## src/rtl/fsbl_rom_arbiter.sv

```systemverilog
// Two-port (imem/dmem) arbiter in front of the single-port read-only FSBL ROM.
// Bad accesses (writes, misaligned, out of range) get an error response without touching the ROM.
module fsbl_rom_arbiter #(
    parameter int unsigned ROM_SIZE   = 256,
    parameter bit          FIXED_PRIO = 1'b0
) (
    input  logic        clk,
    input  logic        resetn,
    input  logic        imem_req,
    output logic        imem_gnt,
    input  logic [11:0] imem_addr,
    input  logic        imem_wen,
    input  logic [3:0]  imem_strb,
    input  logic [31:0] imem_wdata,
    output logic        imem_recv,
    input  logic        imem_ack,
    output logic [31:0] imem_rdata,
    output logic        imem_error,
    input  logic        dmem_req,
    output logic        dmem_gnt,
    input  logic [11:0] dmem_addr,
    input  logic        dmem_wen,
    input  logic [3:0]  dmem_strb,
    input  logic [31:0] dmem_wdata,
    output logic        dmem_recv,
    input  logic        dmem_ack,
    output logic [31:0] dmem_rdata,
    output logic        dmem_error,
    output logic        rom_cen,
    output logic [11:0] rom_addr,
    output logic [31:0] rom_wdata,
    output logic [3:0]  rom_wstrb,
    input  logic [31:0] rom_rdata
);

    typedef enum logic {IDLE, RESP} state_t;
    typedef enum logic {PORT_IMEM, PORT_DMEM} port_t;

    localparam logic [12:0] ROM_LIMIT = 13'(ROM_SIZE);

    state_t      state, state_nxt;
    port_t       owner, last_grant, sel;
    logic        err_q;
    logic        accept, bad, owner_ack, acc_wen;
    logic [11:0] acc_addr;
    logic        unused_inputs;

    assign unused_inputs = ^{imem_strb, imem_wdata, dmem_strb, dmem_wdata};
    assign rom_wdata     = '0;
    assign rom_wstrb     = '0;

    always_ff @(posedge clk or negedge resetn) begin
        if (!resetn) begin
            state      <= IDLE;
            owner      <= PORT_IMEM;
            last_grant <= PORT_DMEM;
            err_q      <= 1'b0;
        end else begin
            state <= state_nxt;
            if (accept) begin
                owner      <= sel;
                last_grant <= sel;
                err_q      <= bad;
            end else if (state == RESP && owner_ack) begin
                err_q <= 1'b0;
            end
        end
    end

    always_comb begin
        // On a tie, round-robin hands the grant to whichever port did not win last
        if (imem_req && dmem_req)
            sel = (FIXED_PRIO || last_grant == PORT_DMEM) ? PORT_IMEM : PORT_DMEM;
        else if (dmem_req)
            sel = PORT_DMEM;
        else
            sel = PORT_IMEM;

        accept    = (state == IDLE) && (imem_req || dmem_req);
        acc_addr  = (sel == PORT_DMEM) ? dmem_addr : imem_addr;
        acc_wen   = (sel == PORT_DMEM) ? dmem_wen : imem_wen;
        bad       = acc_wen || (acc_addr[1:0] != 2'b00) || ({1'b0, acc_addr} >= ROM_LIMIT);
        owner_ack = (owner == PORT_DMEM) ? dmem_ack : imem_ack;

        state_nxt = state;
        case (state)
            IDLE:    if (accept) state_nxt = RESP;
            RESP:    if (owner_ack) state_nxt = IDLE;
            default: state_nxt = IDLE;
        endcase
    end

    always_comb begin
        imem_gnt   = accept && (sel == PORT_IMEM);
        dmem_gnt   = accept && (sel == PORT_DMEM);
        rom_cen    = accept && !bad;
        rom_addr   = rom_cen ? acc_addr : '0;
        imem_recv  = 1'b0;
        imem_error = 1'b0;
        imem_rdata = '0;
        dmem_recv  = 1'b0;
        dmem_error = 1'b0;
        dmem_rdata = '0;
        // rom_cen stays low in RESP, so rom_rdata is the word read at accept
        if (state == RESP) begin
            if (owner == PORT_IMEM) begin
                imem_recv  = 1'b1;
                imem_error = err_q;
                imem_rdata = err_q ? '0 : rom_rdata;
            end else begin
                dmem_recv  = 1'b1;
                dmem_error = err_q;
                dmem_rdata = err_q ? '0 : rom_rdata;
            end
        end
    end

endmodule

```

## config.mk

```make
export PLATFORM = sky130hd
export DESIGN_NAME = fsbl_rom_arbiter
export DESIGN_NICKNAME = d
export VERILOG_FILES = /design/src/rtl/fsbl_rom_arbiter.sv
export SDC_FILE = /design/constraint.sdc
export NUM_CORES = 1
export LEC_CHECK = 0
export ABC_AREA = 1
export ABC_CLOCK_PERIOD_IN_PS = 1300
export CORE_AREA = 2 2 99 101
export DETAILED_ROUTE_END_ITERATION = 10
export DIE_AREA = 0 0 101 103
export DONT_BUFFER_PORTS = 1
export MAX_ROUTING_LAYER = met4
export PLACE_DENSITY = 0.3
export SETUP_SLACK_MARGIN = 0.15
export SYNTH_ARGS = -nofsm -noshare
export SYNTH_HDL_FRONTEND = slang
export SYNTH_SLANG_ARGS = --single-unit
```

## constraint.sdc

```tcl
create_clock -name clk -period 1.3 [get_ports clk]
set_input_delay 0.13 -clock clk [delete_from_list [all_inputs] [get_ports clk]]
set_output_delay 0.13 -clock clk [all_outputs]
set_load 0.02 [all_outputs]
```

==> impl_metrics.json <==
{
  "clock-sinks": 4,
  "drive_above_1_share_pct": 74.5,
  "cp.arrival_ps": 1410,
  "synth_area_leaders": "buf_4, nor2_1, nand2_1",
  "dpl-instance-area_sq_um": 1770,
  "syn_to_final_growth_pct": 217,
  "wl_per_cell_um": 14.4,
  "core_area_sq_um": 9460,
  "drt_iter0_markers": 8,
  "worstSetupStartpointType": "register",
  "ys_warn_count": 0,
  "remaining_drc_errors": 0,
  "pre_cts_ws_ps": -98.8,
  "switchingPower_w": 0.00456,
  "fmax_mhz": 648,
  "die_area_sq_um": 10400,
  "antenna_found_initial": 0,
  "stdcell_area_sq_um": 3720,
  "syn_inst": 227,
  "yosys_register_bits": 4,
  "post-route-util_pct": 39.4,
  "routed_wl_mm": 6.43,
  "cpMaxStageDelayCell": "dfstp_2",
  "fin_crit_ps": 1540,
  "required_ps": 1170,
  "powerDensity_nw_per_um2": 2470,
  "p_leak_nw": 1.52,
  "worstSkewPairLatency_ps": 220,
  "cp_top_family": "flip-flops",
  "avgSynthCellArea_sq_um": 5.18,
  "hold_violations": 0,
  "nNetsFinal": 470,
  "htreeDepth": 1,
  "synth_top_cell_area_share_pct": 26.8,
  "p_int_w": 0.00463,
  "path_cells": "inv_4, o21ai_4, o21ai_2, nand3_4, nor2_4",
  "clockBufferDepth": 2,
  "combPwrFrac_pct": 93.9,
  "gp_routability_congestion": 0.733,
  "clkPwrFrac_pct": 3.0,
  "pwr-share-seq_pct": 3.2,
  "syn_area_sq_um": 1180,
  "crit_path_max_incr_delay_ps": 560,
  "fin_total_pwr_w": 0.00919,
  "end_kind": "primary output",
  "numCtsBuffers": 3,
  "ant_nets": 0,
  "yosysTopAreaCell": "buf_4",
  "synth_cell_type_count": 20,
  "crit_fanout": 8,
  "reg2reg_slack_ps": -190,
  "grt_pass1_wl_mm": 8.58,
  "hold_path_class": "in2reg",
  "overflow": 0,
  "fp.dieH_um": 103,
  "status": "finished, violations left",
  "vias_per_cell": 3.87,
  "grt_pass1_vias": 1615,
  "first_pass_iters": 3,
  "hold_slack_ps": 77.6,
  "cts.clk_slew.worst_paths_ps": 30,
  "failed_checks": "setup timing",
  "seq_area_frac_synth_pct": 8.62,
  "grt_max_degree": 9,
  "placementRows": 36,
  "path_class": "reg2out",
  "start_util_pct": 12.4,
  "ir_drop_v": 0.000817,
  "drv_slew": 0,
  "grt_setup_unrepaired": "true",
  "crit_buf_inv": 1,
  "busiest_layer": "met2",
  "finClkSkew_ps": 3.35,
  "cts_tree": "yes",
  "track_usage_pct": 11.2,
  "die_x_um": 101,
  "grtUsageMet3_pct": 1.56,
  "grt_use_met1_pct": 11.0,
  "cts_root_buffer": "clkbuf_8",
  "cap_violations": 0,
  "dp_hpwl_mm": 3.31,
  "post-route-period-util_pct": 119,
  "setup_violations": 77,
  "ios": 255,
  "grt_util_met2_pct": 23.1,
  "placement.io_buffers": 0,
  "antennaDiodeCount": 0,
  "sw_frac_of_total_pct": 49.6,
  "vias": 1729,
  "worst_slack_ps": -244
}
## area by class of cell
cell class,count,area [sq um]
Clock buffer,4,45.0
Timing Repair Buffer,112,1570
Multi-Input combinational cell,194,1770
Tap cell,114,143
Sequential cell,4,104
Fill cell,868,5730
Inverter,19,88.8
## synthesized netlist by cell type
| master | count |
|---|---|
| o21bai_2 | 1 |
| nand3_4 | 1 |
| nor3_1 | 1 |
| nor2_1 | 81 |
| nand2_1 | 57 |
| inv_2 | 5 |
| o21ai_1 | 1 |
| dfrtp_1 | 3 |
| dfstp_2 | 1 |
| buf_2 | 9 |
| inv_1 | 13 |
| nand2_2 | 3 |
| clkinv_1 | 1 |
| buf_6 | 1 |
| a21oi_2 | 1 |
| o21ai_2 | 2 |
| o21ai_4 | 1 |
| o21ai_0 | 2 |
| buf_4 | 42 |
| conb_1 | 1 |
## state kept, by name (all words and copies together), names as in the netlist
name,flops
err_q,1
owner,1
last_grant,1
state,1
## stage by stage
| step | TNS, ps | std cells |
|---|---|---|
| final | -11980 | 447 |
| after global routing | -16340 | 447 |
| after CTS | -12280 | 444 |
| after detailed placement | -595 | 409 |
| after global placement | -579 | 409 |
| after floorplan | 0 | 268 |
## cells by family (layout without fill, tap and decap cells)
kind of cell | after synthesis | in the layout | share of synthesized area (%)
simple gates | 143 | 143 | 47.6
buf+inv | 71 | 135 | 37.7
compound gates | 8 | 9 | 5.85
flops | 4 | 4 | 8.62
other cells | 1 | 42 | 0.319
## path summary, 6_finish.rpt
path,start,endpoint,cells past startpoint
min in group asynchronous,resetn,owner,1
max in group asynchronous,resetn,last_grant,1
min,imem_req,state,2
max,last_grant,rom_addr[3],5
max reg2reg,last_grant,err_q,8
min reg2reg,last_grant,last_grant,2
## worst register-to-register path: stages, from the launching register on
cell and delay [ps]:
dfstp_2 560, inv_4 60, o21ai_4 190, o21ai_2 100, nand3_4 200, buf_4 160, buf_6 80, nand2_2 40
inv_2 40
## power by group through the flow
stage          sequential, W  clock, W  combinational [W]
2_1_floorplan       0.000233         0            0.00210
3_3_place_gp        0.000259         0            0.00341
3_5_place_dp        0.000258         0            0.00339
4_1_cts             0.000290  0.000284            0.00767
5_1_grt             0.000300  0.000302            0.00902
6_report            0.000290  0.000273            0.00862
## layer usage
metal,part of all wire [%],routed length [um],vias to the layer above
li1,-,-,813
met1,32,2060,792
met2,59,3800,118
met3,6.8,435,6
met4,2.2,140,0
met5,0,0,-
## cells in the final DEF, fill, tap and decap left out, types with 7 or more instances in the layout
master | Yosys | final
buf_12 | 0 | 14
buf_16 | 0 | 13
buf_4 | 42 | 7
nor2_1 | 81 | 7
nand2_8 | 0 | 20
nand2_1 | 57 | 22
nor2_4 | 0 | 73
buf_6 | 1 | 76
nand2_2 | 3 | 8
inv_1 | 13 | 9
conb_1 | 1 | 42
nand2_4 | 0 | 10
## repair_timing
item / 4_1_cts / 5_1_grt
cloned: 13 / 0
hold buffers: 1 / 0
pin swaps: 44 / 42
setup endpoints to repair: 78 / 81
buffers inserted: 17 / 3
hold endpoints to repair: 4 / 0
resized for setup: 256 / 79
Note: power is estimated with default switching activity, not from simulation.
